[src/rtl/rect_fill_writer.sv]
// rtl/rect_fill_writer.sv - rectangle fill initiator for the frame-buffer program port
// Streams one clipped, row-major pixel write per accepted valid/ready transfer.
module rect_fill_writer #(
  parameter int SCREEN_W = 640,
  parameter int SCREEN_H = 480
) (
  input  logic        clk,
  input  logic        reset_n,
  input  logic        start,
  input  logic [9:0]  rect_x,
  input  logic [9:0]  rect_y,
  input  logic [9:0]  rect_w,
  input  logic [9:0]  rect_h,
  input  logic [15:0] color,
  output logic        busy,
  output logic        done,
  output logic [9:0]  program_x,
  output logic [9:0]  program_y,
  output logic [15:0] program_data,
  output logic        program_valid,
  input  logic        program_ready
);

  localparam logic [10:0] W_LIM = 11'(SCREEN_W);
  localparam logic [10:0] H_LIM = 11'(SCREEN_H);

  typedef enum logic [1:0] {S_IDLE, S_CLIP, S_RUN, S_DONE} state_t;

  state_t      r_state;
  state_t      w_next;
  logic [9:0]  r_rect_x, r_rect_y, r_rect_w, r_rect_h;
  logic [15:0] r_color;
  logic [10:0] r_x_end, r_y_end;
  logic [9:0]  r_cur_x, r_cur_y;

  logic [10:0] w_sum_x, w_sum_y, w_x_end, w_y_end, w_nx, w_ny;
  logic        w_empty, w_accept, w_row_end, w_last;

  // 11-bit sums so that e.g. 1000+100 clamps instead of wrapping
  assign w_sum_x   = {1'b0, r_rect_x} + {1'b0, r_rect_w};
  assign w_sum_y   = {1'b0, r_rect_y} + {1'b0, r_rect_h};
  assign w_x_end   = (w_sum_x > W_LIM) ? W_LIM : w_sum_x;
  assign w_y_end   = (w_sum_y > H_LIM) ? H_LIM : w_sum_y;
  assign w_empty   = (r_rect_w == 10'd0) || (r_rect_h == 10'd0) ||
                     ({1'b0, r_rect_x} >= W_LIM) || ({1'b0, r_rect_y} >= H_LIM);
  assign w_accept  = (r_state == S_RUN) && program_ready;
  assign w_nx      = {1'b0, r_cur_x} + 11'd1;
  assign w_ny      = {1'b0, r_cur_y} + 11'd1;
  assign w_row_end = (w_nx >= r_x_end);
  assign w_last    = w_row_end && (w_ny >= r_y_end);

  always_comb begin
    w_next = r_state;
    case (r_state)
      S_IDLE:  if (start) w_next = S_CLIP;
      S_CLIP:  w_next = w_empty ? S_DONE : S_RUN;
      S_RUN:   if (w_accept && w_last) w_next = S_DONE;
      S_DONE:  w_next = S_IDLE;
      default: w_next = S_IDLE;
    endcase
  end

  always_ff @(posedge clk) begin
    if (!reset_n) r_state <= S_IDLE;
    else          r_state <= w_next;
  end

  always_ff @(posedge clk) begin
    if (!reset_n) begin
      r_rect_x <= '0;
      r_rect_y <= '0;
      r_rect_w <= '0;
      r_rect_h <= '0;
      r_color  <= '0;
      r_x_end  <= '0;
      r_y_end  <= '0;
      r_cur_x  <= '0;
      r_cur_y  <= '0;
    end else begin
      if (r_state == S_IDLE && start) begin
        r_rect_x <= rect_x;
        r_rect_y <= rect_y;
        r_rect_w <= rect_w;
        r_rect_h <= rect_h;
        r_color  <= color;
      end
      if (r_state == S_CLIP) begin
        r_x_end <= w_x_end;
        r_y_end <= w_y_end;
        if (!w_empty) begin
          r_cur_x <= r_rect_x;
          r_cur_y <= r_rect_y;
        end
      end
      // Position only advances on an accepted transfer, so stalls hold the port stable
      if (w_accept) begin
        if (!w_row_end) begin
          r_cur_x <= w_nx[9:0];
        end else begin
          r_cur_x <= r_rect_x;
          r_cur_y <= w_ny[9:0];
        end
      end
    end
  end

  assign busy          = (r_state != S_IDLE);
  assign done          = (r_state == S_DONE);
  assign program_valid = (r_state == S_RUN);
  assign program_x     = r_cur_x;
  assign program_y     = r_cur_y;
  assign program_data  = r_color;

endmodule

[config.mk]
export PLATFORM = sky130hd
export DESIGN_NAME = rect_fill_writer
export DESIGN_NICKNAME = d
export VERILOG_FILES = /design/src/rtl/rect_fill_writer.sv
export SDC_FILE = /design/constraint.sdc
export NUM_CORES = 1
export LEC_CHECK = 0
export ABC_CLOCK_PERIOD_IN_PS = 7400
export CAP_MARGIN = 40
export CORE_ASPECT_RATIO = 0.8
export CORE_MARGIN = 5
export CORE_UTILIZATION = 32
export DETAILED_ROUTE_END_ITERATION = 10
export PLACE_DENSITY = 0.53
export RECOVER_POWER = 50
export SLEW_MARGIN = 20
export SYNTH_ARGS = -nofsm -noshare
export SYNTH_HDL_FRONTEND = slang
export SYNTH_SLANG_ARGS = --single-unit
[constraint.sdc]
create_clock -name clk -period 7.4 [get_ports clk]
set_input_delay 1.48 -clock clk [delete_from_list [all_inputs] [get_ports clk]]
set_output_delay 1.48 -clock clk [all_outputs]
set_load 0.01 [all_outputs]
# After elaboration in Yosys (flattened, before gate mapping)
# Index checks and enable logic that the tools add are counted.
[word_totals]
out_inout_bits = 39
ramBits = 0
mem_bits_ro = 0
latchBits = 0
register_bits = 100
input_bits = 60
memories = 0
word_cells = 54
[classes]
n_lt_le_gt_ge = 6
n_shift = 0
n_bitwise = 0
div_mod_pow = 0
n_mul = 0
n_reduce_logical = 14
eq_ne = 6
add_sub_neg = 4
n_mux = 14
[ops]
columns = ["cell", "n"]
rows = [
  ["two-way mux 10 bit", 8],
  ["adder 10 x 1 -> 11 bit (second input constant)", 2],
  ["adder 10 x 10 -> 11 bit", 2],
  ["greater-or-equal comparator 11 bit", 2],
  ["two-way mux 11 bit", 2],
  ["zero test 10 bit", 2],
  ["> comparator 11 x 10 -> 1 bit (second input constant)", 1],
  ["> comparator 11 x 9 -> 1 bit (second input constant)", 1],
  ["greater-or-equal comparator 10 bit (second input constant)", 1],
  ["greater-or-equal comparator 10 x 9 -> 1 bit (second input constant)", 1],
  ["one-hot mux 2 bit (4 select lines)", 1],
  ["== test 2 bit (second input constant)", 2],
  ["logical AND 1 bit", 4],
  ["two-way mux 2 bit", 2],
  ["inequality test 2 x 1 -> 1 bit (second input constant)", 2],
  ["AND reduction 2 bit", 2],
  ["nonzero test 2 bit", 2],
  ["logical OR 1 bit", 3],
  ["== test 2 x 1 -> 1 bit (second input constant)", 1],
  ["zero test 2 bit", 1],
  ["inequality test 2 bit (second input constant)", 1],
  ["two-way mux 1 bit", 1],
]

# Depth between registers and ports, before layout
[logic_depth]
word_depth = 8
mapped_depth = 13
mapped_depth_nobuf = 13

# Worst setup path after synthesis
# Ideal clock, no wire load.
[synth_path]
path_type = "register to register"
start = "register r_cur_x[0] (netlist: program_x[0])"
end = "register r_cur_x[7] (netlist: program_x[7])"
arrival_time_ps = 3049
required_ps = 7277
n_path_buf = 1
setup_slack_ps = 4228
setup_time_ps = 123
synth_period_minus_slack_ps = 3172
path_stages_with_launch = 14
cell_sequence = "dfxtp_1 and3_1 nand3_1 or2_2 xnor2_1 ha_1 and3_1 a221oi_1 o21ai_1 a221o_1 nor2_4 buf_2 mux2i_1 o22ai_1"
[synth_between]
elab_chain_cells = 4
[synth_rtl]
columns = ["element", "line_no", "text"]
rows = [
  ["start: declaration", "34", "logic [9:0] r_cur_x, r_cur_y;"],
  ["start signal: assignment", "91", "r_cur_x <= r_rect_x;"],
  ["start signal: assignment", "98", "r_cur_x <= w_nx[9:0];"],
  ["start signal: assignment", "100", "r_cur_x <= r_rect_x;"],
  ["adder 10 x 1 -> 11 bit (*)", "47", "assign w_nx = {1'b0, r_cur_x} + 11'd1;"],
  ["greater-or-equal comparator 11 bit", "49", "assign w_row_end = (w_nx >= r_x_end);"],
  ["two-way mux 10 bit (*)", "97", "if (!w_row_end) begin"],
  ["two-way mux 10 bit (*)", "96", "if (w_accept) begin"],
]
# Every way passes the cells marked *; elsewhere a longest branch is shown, timed or not.
# A chain may end at the register's enable or synchronous reset.

==> summary.md <==
| Metric | Value |
|---|---|
| Status | finished clean |
| Power share of the combinational group | between 40 and 50% |
| Clk_skew | approximately 0.0074 ns |
| CTS buffer count | 9 |
| Post-synth ARST share | 0% |
| Placed Cells | a little under 1000 |
| Sw frac | between 30% and 40% |
| Final wirelength | between 15000 and 20000 um |
| Internal Power | ~1.3 mW |
| Finished Layout Cells | approximately 1000 |
| Worst setup path category | input port to flop |
| Post-DR wirelength/cell | roughly 16 um |
| Leakage | about 2.9 nW |
| Reg-to-reg slack, setup | around 3.8 ns |
| Global-route wire length before repair | 25800 um |
| Worst-path clk slew | about 0.070 ns |
| CTS Sinks | 100 |
| Area delta synth->final | 27.9% |
| # port buffers | 98 |
| Ys Warns | 0 |
| Total gr overflow | 0 |
| CTS Buffer Depth | 2 |
| Fmax | between 0.2 and 0.25 GHz |
| H-tree levels | 3 |
| Unique masters post-synth | between 60 and 70 |
| Post-synth EDFFs | 0 |
| Detailed placement HPWL | between 10000 and 15000 um |
| NetSw | between 0.7 and 0.8 mW |
| GPL Wtd Cong | roughly 0.81 |
| Clock Latency Late Sink | 0.36 ns |
| Worst setup EP type | flop |
| Detailed Routing Iterations Pass 1 | 4 |
| WHS Path Cells | 2 |
| WHS Endpoint | program_data[7] |
| 1st-iter DRT viols | ~200 |
| Core area | 17300 um^2 |
| R2R depth | 12 |
| Primary FF master, synth | dfxtp_1 |
| Syn Inst Count | between 600 and 700 |
| Maximum VDD drop | between 0.15 and 0.2 mV |
| Highest fanout seen on the critical path | 77 |
| Syn nets | about 800 |
| Worst Path Required | roughly 7.7 ns |
| RR Startpoint | program_x[0] |
| Final core utilization | 41.6% |
| Vias per cell | approximately 5.1 |
| Initial Utilization | roughly a third |
| Slew Viols, Final | 0 |
| Critical Path Source Type | input port |
| WHS | 0.457 ns |
| Average cell area after synthesis | between 8 and 9 um^2 |
| Post-synthesis sequential area ratio | roughly 36% |
| Vias post-DR | roughly 5200 |
| NumNets Final | around 890 |
| Setup TNS | 0 ns |
| Boundary Pins | 99 |
| CTS root buffer | clkbuf_16 |
| Postcts setup bufs | 0 |
| Power consumption | approximately 2.1 mW |
| Slew @ Worst Pin | roughly 1.5 ns |
| Syn Std Cell Area | roughly 5600 um^2 |
| Max_slew headroom | 1.06% |
| CP arrival | ~4.4 ns |
| Diode count | 0 |
| Clk pwr share | 25.1% |
| Total track usage | between 15 and 20% |
| RR Endpoint | program_y[0] |
| Pwr dens | between 200 and 300 nW/um^2 |
| Share of cells above drive strength 1 | under 10% |
| Reg power frac | between 30% and 40% |
| CTS tree | done |
| Die H | 129 um |
| Num rows | 43 |
| Post-DRT Antenna Nets | 0 |
| Vias in the first global route | about 4900 |
| Die area | roughly 20000 um^2 |
| Hold buffer count at cts | 0 |
| Final hold violation count | 0 |
| RSZ-0062 raised after global routing | false |
| CTS resizes | 0 |
| Drc violations | 0 |
| Final min period | just over 4 ns |
| Final setup viols | 0 |
| Max-Cap Viols | 0 |
| HP Class | flop to flop |
| Largest net degree at the start of global routing | between 70 and 80 |
| Final period util | a little under three fifths |
| Fillers | approximately 1700 |
| Die X | between 150 and 200 um |
| Antenna violations before repair | 0 |
| Hold wc startpoint | program_data[7] |
| Synth Register Bits | 100 |
Yosys cell counts, types with 7 or more instances:
library cell | number | area share [%]
nand2_1 | 146 | 9.8
dfxtp_1 | 100 | 36
a21oi_1 | 72 | 6.4
ha_1 | 49 | 11
inv_1 | 32 | 2.1
nor2_1 | 30 | 2.0
clkbuf_1 | 23 | 1.5
nand3_1 | 18 | 1.6
nand4_1 | 15 | 1.7
o21ai_0 | 14 | 1.2
xnor2_1 | 14 | 2.2
xor2_1 | 13 | 2.0
and3_1 | 11 | 1.2
nand2b_1 | 11 | 1.2
a21o_1 | 10 | 1.3
a22o_1 | 10 | 1.6
o22ai_1 | 8 | 0.89
a211oi_1 | 7 | 0.94
a221oi_1 | 7 | 1.1
nor3_1 | 7 | 0.62
how the worst max path moves through the flow:
stage / startpoint / end / cells past startpoint
final: reset_n / program_y[4] / 7
after global routing: reset_n / program_y[4] / 7
after global placement: program_x[0] / program_y[0] / 12
after floorplan: program_x[0] / program_x[7] / 13
after detailed placement: program_x[0] / program_y[0] / 12
after CTS: program_x[0] / program_y[0] / 12
metal layers:
metal  global-route usage, %  vias up  routed length (um)  part of all wire, %
met1                    23.4     2370                8270                   52
met4                    2.81        0                 119                 0.75
met5                       0        -                   0                    0
li1                        -     2638                   -                    -
met2                    21.7      147                6190                   39
met3                    6.15       11                1380                  8.7
registers in the layout, summed over array words and instances, names as in the netlist, 10 cells and up:
signal,count
program_x,10
program_y,10
r_x_end,11
r_rect_y,10
r_rect_w,10
r_y_end,11
r_rect_h,10
r_rect_x,10
program_data,16
worst max-delay path: stages:
cell and delay [ns]:
dlygate4sd3_1 0.52, clkbuf_1 1.07, clkinv_1 0.25, clkbuf_1 0.22, buf_16 0.25, or4_1 0.52
nand4_1 0.09
metrics by stage:
stage,worst slack [ns],cell area [um^2]
after CTS,3.77,7170
after global routing,3.10,7190
final,3.26,7190
after floorplan,4.23,5620
after global placement,3.94,6780
after detailed placement,3.80,6830
layout by cell type (no fill, tap or decap), drive strengths merged, types with 10 or more instances in the layout:
cell type      Yosys  final
nand4             15     15
ha                49     49
a22o              10     10
a21oi             72     72
clkbuf            23     14
nand3             18     18
nor2              31     31
inv               32     31
o21ai             15     15
and3              12     12
clkdlybuf4s50      0     90
dfxtp            100    100
a21o              10     10
xor2              13     13
nand2            146    146
nand2b            11     11
xnor2             14     14
power groups by stage:
stage / Sequential, mW / Combinational, mW / Clock, mW
after floorplan: 0.713 / 0.585 / 0
after global placement: 0.730 / 0.827 / 0
after detailed placement: 0.733 / 0.869 / 0
after CTS: 0.721 / 0.872 / 0.546
after global routing: 0.733 / 0.967 / 0.568
final: 0.720 / 0.866 / 0.532
final cells by class:
type                            count  area, um^2  area share, %
Multi-Input combinational cell    529        3380           47.0
Sequential cell                   100        2000           27.9
Timing Repair Buffer              104        1060           14.8
Tap cell                          225         282           3.92
Clock buffer                       12         267           3.71
Inverter                           33         124           1.72
Clock inverter                      4        70.1          0.975
logic make-up after synthesis:
family	synth area share [%]
xor+xnor	4.21
flops	35.6
simple gates	22.5
compound gates	20.3
fa+ha+maj	11.6
mux	1.47
buf+inv	4.28
(Power assumes the default switching activity.)
